### src/rtl/id_ex_operand_stage.sv
// ID->EX pipeline register: forwards operands from EX/M results, inserts bubbles on stall/flush.
// Optional HZD_STATS_EN macro adds saturating stall/forwarding counters.
module id_ex_operand_stage #(
    parameter int XLEN   = 32,
    parameter int CTRL_W = 16
) (
    input  logic              clk,
    input  logic              reset_n,
    input  logic              id_valid,
    input  logic [4:0]        id_rs1,
    input  logic [4:0]        id_rs2,
    input  logic [XLEN-1:0]   id_rs1_data,
    input  logic [XLEN-1:0]   id_rs2_data,
    input  logic [4:0]        id_rd,
    input  logic              id_rw,
    input  logic              id_MREQ,
    input  logic [XLEN-1:0]   id_imm,
    input  logic [CTRL_W-1:0] id_ctrl,
    input  logic [1:0]        rs1_hzd,
    input  logic [1:0]        rs2_hzd,
    input  logic              stall,
    input  logic              flush,
    input  logic [XLEN-1:0]   ex_fwd_data,
    input  logic [XLEN-1:0]   m_fwd_data,
    output logic              id_hold,
    output logic              ex_valid,
    output logic [XLEN-1:0]   ex_rs1_val,
    output logic [XLEN-1:0]   ex_rs2_val,
    output logic [XLEN-1:0]   ex_imm,
    output logic [4:0]        ex_rd,
    output logic              ex_rw,
    output logic              ex_MREQ,
    output logic [CTRL_W-1:0] ex_ctrl
`ifdef HZD_STATS_EN
    ,
    output logic [31:0]       stall_cnt,
    output logic [31:0]       fwd_ex_cnt,
    output logic [31:0]       fwd_m_cnt
`endif
);

    // x0 is masked here because the hazard unit raises hits for x0 too.
    function automatic logic [XLEN-1:0] op_sel(input logic [4:0] rs, input logic [1:0] hzd,
                                               input logic [XLEN-1:0] rf,
                                               input logic [XLEN-1:0] exd,
                                               input logic [XLEN-1:0] md);
        if (rs == 5'd0)  return '0;
        else if (hzd[0]) return exd;
        else if (hzd[1]) return md;
        else             return rf;
    endfunction

    logic              bubble;
    logic [XLEN-1:0]   rs1_fwd, rs2_fwd;

    logic              valid_d, rw_d, mreq_d;
    logic [XLEN-1:0]   rs1_d, rs2_d, imm_d;
    logic [4:0]        rd_d;
    logic [CTRL_W-1:0] ctrl_d;

    logic              valid_q, rw_q, mreq_q;
    logic [XLEN-1:0]   rs1_q, rs2_q, imm_q;
    logic [4:0]        rd_q;
    logic [CTRL_W-1:0] ctrl_q;

    assign id_hold = stall & ~flush;
    assign bubble  = flush | stall | ~id_valid;
    assign rs1_fwd = op_sel(id_rs1, rs1_hzd, id_rs1_data, ex_fwd_data, m_fwd_data);
    assign rs2_fwd = op_sel(id_rs2, rs2_hzd, id_rs2_data, ex_fwd_data, m_fwd_data);

    always_comb begin
        valid_d = 1'b0;
        rw_d    = 1'b0;
        mreq_d  = 1'b0;
        ctrl_d  = '0;
        rs1_d   = rs1_q;
        rs2_d   = rs2_q;
        imm_d   = imm_q;
        rd_d    = rd_q;
        if (!bubble) begin
            valid_d = 1'b1;
            rw_d    = id_rw;
            mreq_d  = id_MREQ;
            ctrl_d  = id_ctrl;
            rs1_d   = rs1_fwd;
            rs2_d   = rs2_fwd;
            imm_d   = id_imm;
            rd_d    = id_rd;
        end
    end

    // ID -> EX register boundary
    always_ff @(posedge clk) begin
        if (!reset_n) begin
            valid_q <= 1'b0;
            rw_q    <= 1'b0;
            mreq_q  <= 1'b0;
            ctrl_q  <= '0;
            rs1_q   <= '0;
            rs2_q   <= '0;
            imm_q   <= '0;
            rd_q    <= '0;
        end else begin
            valid_q <= valid_d;
            rw_q    <= rw_d;
            mreq_q  <= mreq_d;
            ctrl_q  <= ctrl_d;
            rs1_q   <= rs1_d;
            rs2_q   <= rs2_d;
            imm_q   <= imm_d;
            rd_q    <= rd_d;
        end
    end

    assign ex_valid   = valid_q;
    assign ex_rw      = rw_q;
    assign ex_MREQ    = mreq_q;
    assign ex_ctrl    = ctrl_q;
    assign ex_rs1_val = rs1_q;
    assign ex_rs2_val = rs2_q;
    assign ex_imm     = imm_q;
    assign ex_rd      = rd_q;

`ifdef HZD_STATS_EN
    function automatic logic [31:0] sat_inc(input logic [31:0] v);
        return (v == 32'hFFFF_FFFF) ? v : v + 32'd1;
    endfunction

    logic        use_ex, use_m;
    logic [31:0] stall_cnt_q, fwd_ex_cnt_q, fwd_m_cnt_q;
    logic [31:0] stall_cnt_d, fwd_ex_cnt_d, fwd_m_cnt_d;

    // A forward only counts when it actually drives the operand (x0 and EX priority respected).
    assign use_ex = ((id_rs1 != 5'd0) && rs1_hzd[0]) || ((id_rs2 != 5'd0) && rs2_hzd[0]);
    assign use_m  = ((id_rs1 != 5'd0) && (rs1_hzd == 2'b10)) ||
                    ((id_rs2 != 5'd0) && (rs2_hzd == 2'b10));

    always_comb begin
        stall_cnt_d  = id_hold ? sat_inc(stall_cnt_q) : stall_cnt_q;
        fwd_ex_cnt_d = (!bubble && use_ex) ? sat_inc(fwd_ex_cnt_q) : fwd_ex_cnt_q;
        fwd_m_cnt_d  = (!bubble && use_m) ? sat_inc(fwd_m_cnt_q) : fwd_m_cnt_q;
    end

    always_ff @(posedge clk) begin
        if (!reset_n) begin
            stall_cnt_q  <= '0;
            fwd_ex_cnt_q <= '0;
            fwd_m_cnt_q  <= '0;
        end else begin
            stall_cnt_q  <= stall_cnt_d;
            fwd_ex_cnt_q <= fwd_ex_cnt_d;
            fwd_m_cnt_q  <= fwd_m_cnt_d;
        end
    end

    assign stall_cnt  = stall_cnt_q;
    assign fwd_ex_cnt = fwd_ex_cnt_q;
    assign fwd_m_cnt  = fwd_m_cnt_q;
`endif

endmodule
### config.mk
export PLATFORM = sky130hd
export DESIGN_NAME = id_ex_operand_stage
export DESIGN_NICKNAME = d
export VERILOG_FILES = /design/src/rtl/id_ex_operand_stage.sv
export SDC_FILE = /design/constraint.sdc
export NUM_CORES = 1
export LEC_CHECK = 0
export ABC_AREA = 1
export BUFFER_PORTS_ARGS = -buffer_cell sky130_fd_sc_hd__buf_2
export CORE_AREA = 2 2 125 127
export CTS_CLUSTER_SIZE = 40
export DETAILED_ROUTE_END_ITERATION = 12
export DIE_AREA = 0 0 127 129
export PLACE_DENSITY = 0.73
export SYNTH_ARGS = -nofsm -noshare
export SYNTH_HDL_FRONTEND = slang
export SYNTH_SLANG_ARGS = --single-unit
### constraint.sdc
create_clock -name clk -period 1.3 [get_ports clk]
set_input_delay 0.13 -clock clk [delete_from_list [all_inputs] [get_ports clk]]
set_output_delay 0.13 -clock clk [all_outputs]
set_load 0.02 [all_outputs]
==> results.txt <==
Outcome: finished, final reports clean
Cells after synthesis: 1022
Hold_sp: id_rd[2]
Fmax: 810 MHz
Commonest non-fill, non-tap cells in the layout: nor2_1 (354), buf_2 (322), nand2_1 (256)
Critical Path Start: id_valid
Cell taking the most area after synthesis: dfxtp_1
Final WL: 22000 um
DRT Pass-1 Iters: 5
Reg2Reg Depth: 4
RSZ-0062 raised after global routing: no
Final worst-path cycle share: 0.949
Fin Clk Skew: 0 ns
CTS tree: yes
Setup WS pre-CTS: 0.0823 ns
Slew @ Worst Pin: 0.401 ns
Mean post-synth cell area: 5.93 um2
Final hold vios: 0
Clock group share of total power: 0.462
Clock latency on the worst-skew pair: 0.41 ns
# port buffers: 322
Sequential power share: 0.367
Final hold slack: 0.0131 ns
Mapped Nets: 1224
Setup WS post-layout: 0.0659 ns
Post-synth top area share: 0.396
Max VDD drop: 0.000923 V
Syn. warnings: 0
DIE AREA: 0.0164 mm2
Worst r2r src: ex_rs2_val[30]
Post-Synthesis Cell Area: 0.00606 mm2
Vias: 7268
Layout cells sized above 1: 0.280
CTS sink cnt: 120
CP Class: input pin to flip-flop
# setup viols final: 0
Final Critical Period: 1.23 ns
Hold path depth: 3
Post-CTS setup buffers: 0
CTS Buf Count: 17
Final #Nets: 1583
Max Slew Vio Count: 0
Yosys cell types: 16
Slew Limit Headroom: 0.733
FF+latch count, synth: 120
Crit path max fanout: 54
Root Buffer: clkbuf_16
Aggregate global-route resource usage: 0.263
Int Pwr: 7.74 mW
# IOs: 323
Largest net degree at the start of global routing: 55
Pwr Density: 1180 mW/mm2
Share of total power in combinational logic: 0.172
Routed Antenna Nets: 0
Via density: 4.59
Final setup TNS: 0 ns
P_sw: 2.90 mW
Vias in the first global route: 6918
Die X: 127 um
Layout Area Growth over Synthesis: 49.0%
Gpl congestion: 0.924
Most common cell after layout, fill and taps aside: nor2_1
Critical Path Start Type: input pin
Seq/Total Area, Yosys: 0.396
Htree depth: 4
GRT Residual Overflow: 0
Max_cap viols: 0
Hold crit path type: input pin to flip-flop
Area contributors post-synth: dfxtp_1 (40%), nor2_1 (22%), nand2_1 (16%), inv_1 (7.4%), nand3_1 (5.5%)
WL/cell: 13.9 um
Residual DRC: 0
Sw Ratio: 0.273
Die H: 129 um
Leakage: 5.01 nW
Final Power: 10.6 mW
Initial Utilization: 0.405
Max clock buf depth: 2
DRT iter0 DRCs: 401
Req. time, crit path: 1.58 ns
First-pass GRT wire length: 33900 um
Crit path DAT: 1.52 ns
Worst-path clk slew: 0.06 ns
Crit. End Element: flip-flop
Rows: 45
Post-detail-place hpwl: 15200 um
Placeable Area: 0.0150 mm2
Initial antenna violation count: 3
per-layer routing:
metal  up-vias  wire length, um  GRT usage
met5         -               10          0
met4         2              591      0.121
met3        50             1610     0.0694
met2       308            10900      0.462
met1      3181             8840      0.300
li1       3727                -          -
cells in the mapped netlist:
| master | number |
|---|---|
| inv_2 | 4 |
| dfxtp_1 | 120 |
| nor2_2 | 1 |
| clkbuf_2 | 1 |
| clkbuf_1 | 17 |
| nand3_1 | 66 |
| buf_2 | 23 |
| o21ai_1 | 25 |
| nand2_4 | 1 |
| nand2_2 | 2 |
| inv_1 | 120 |
| buf_4 | 14 |
| nand2_1 | 256 |
| buf_6 | 6 |
| nor2_1 | 354 |
| o21ai_0 | 12 |
critical path: stages:
cell and delay, ns:
dlygate4sd3_1 0.53, buf_2 0.13, nand2_4 0.06, inv_4 0.12
buf_12 0.25, nor2_1 0.08, nor2_1 0.14, nor2_1 0.05
path summary, 6_finish.rpt:
check                           slack [ns]              to
worst max register to register        0.59  ex_rs2_val[30]
worst min-delay path                  0.01        ex_rd[2]
worst min register to register        0.48      ex_imm[25]
worst max-delay path                  0.07  ex_rs1_val[10]
cell families (layout without fill, tap and decap cells):
logic type	Yosys count	after routing	synth area share
other	0	2	0
and+or+nand+nor	680	680	0.437
buffers and inverters	185	557	0.136
DFF	120	120	0.396
AOI/OAI and AO/OA	37	37	0.0306
through the flow:
stage               area (um2)  utilization  std cells
finish                    9030        0.603       1584
global route              9030        0.603       1584
CTS                       9010        0.601       1582
detailed placement        7870        0.525       1498
global placement          7870        0.525       1498
floorplan                 6060            -       1022
area by class of cell:
| class | instances | area, um2 |
|---|---|---|
| Antenna cell | 2 | 5.00 |
| Clock buffer | 19 | 453 |
| Clock inverter | 13 | 166 |
| Fill cell | 1411 | 5950 |
| Inverter | 124 | 468 |
| Multi-Input combinational cell | 717 | 2850 |
| Sequential cell | 120 | 2400 |
| Tap cell | 188 | 235 |
| Timing Repair Buffer | 401 | 2450 |
sequential cells by signal, indices dropped and copies added (netlist names):
| name | flops |
|---|---|
| ex_imm | 32 |
| ex_rd | 5 |
| ex_rs1_val | 32 |
| ex_rs2_val | 32 |
| ex_ctrl | 16 |
| ex_rw | 1 |
| ex_MREQ | 1 |
| ex_valid | 1 |
power groups by stage:
stage	combinational, mW	clock [mW]	sequential (mW)
global placement	1.67	0	3.97
CTS	1.81	4.99	3.90
global route	2.02	5.14	3.91
floorplan	0.793	0	4.15
finish	1.83	4.91	3.90
detailed placement	1.68	0	3.98
what timing repair did:
action / in CTS / in global routing
gates resized for setup: 0 / 5
endpoints found under the setup margin: 0 / 22
hold buffers: 52 / 0
endpoints found under the hold margin: 52 / 0
(Power assumes the default switching activity.)
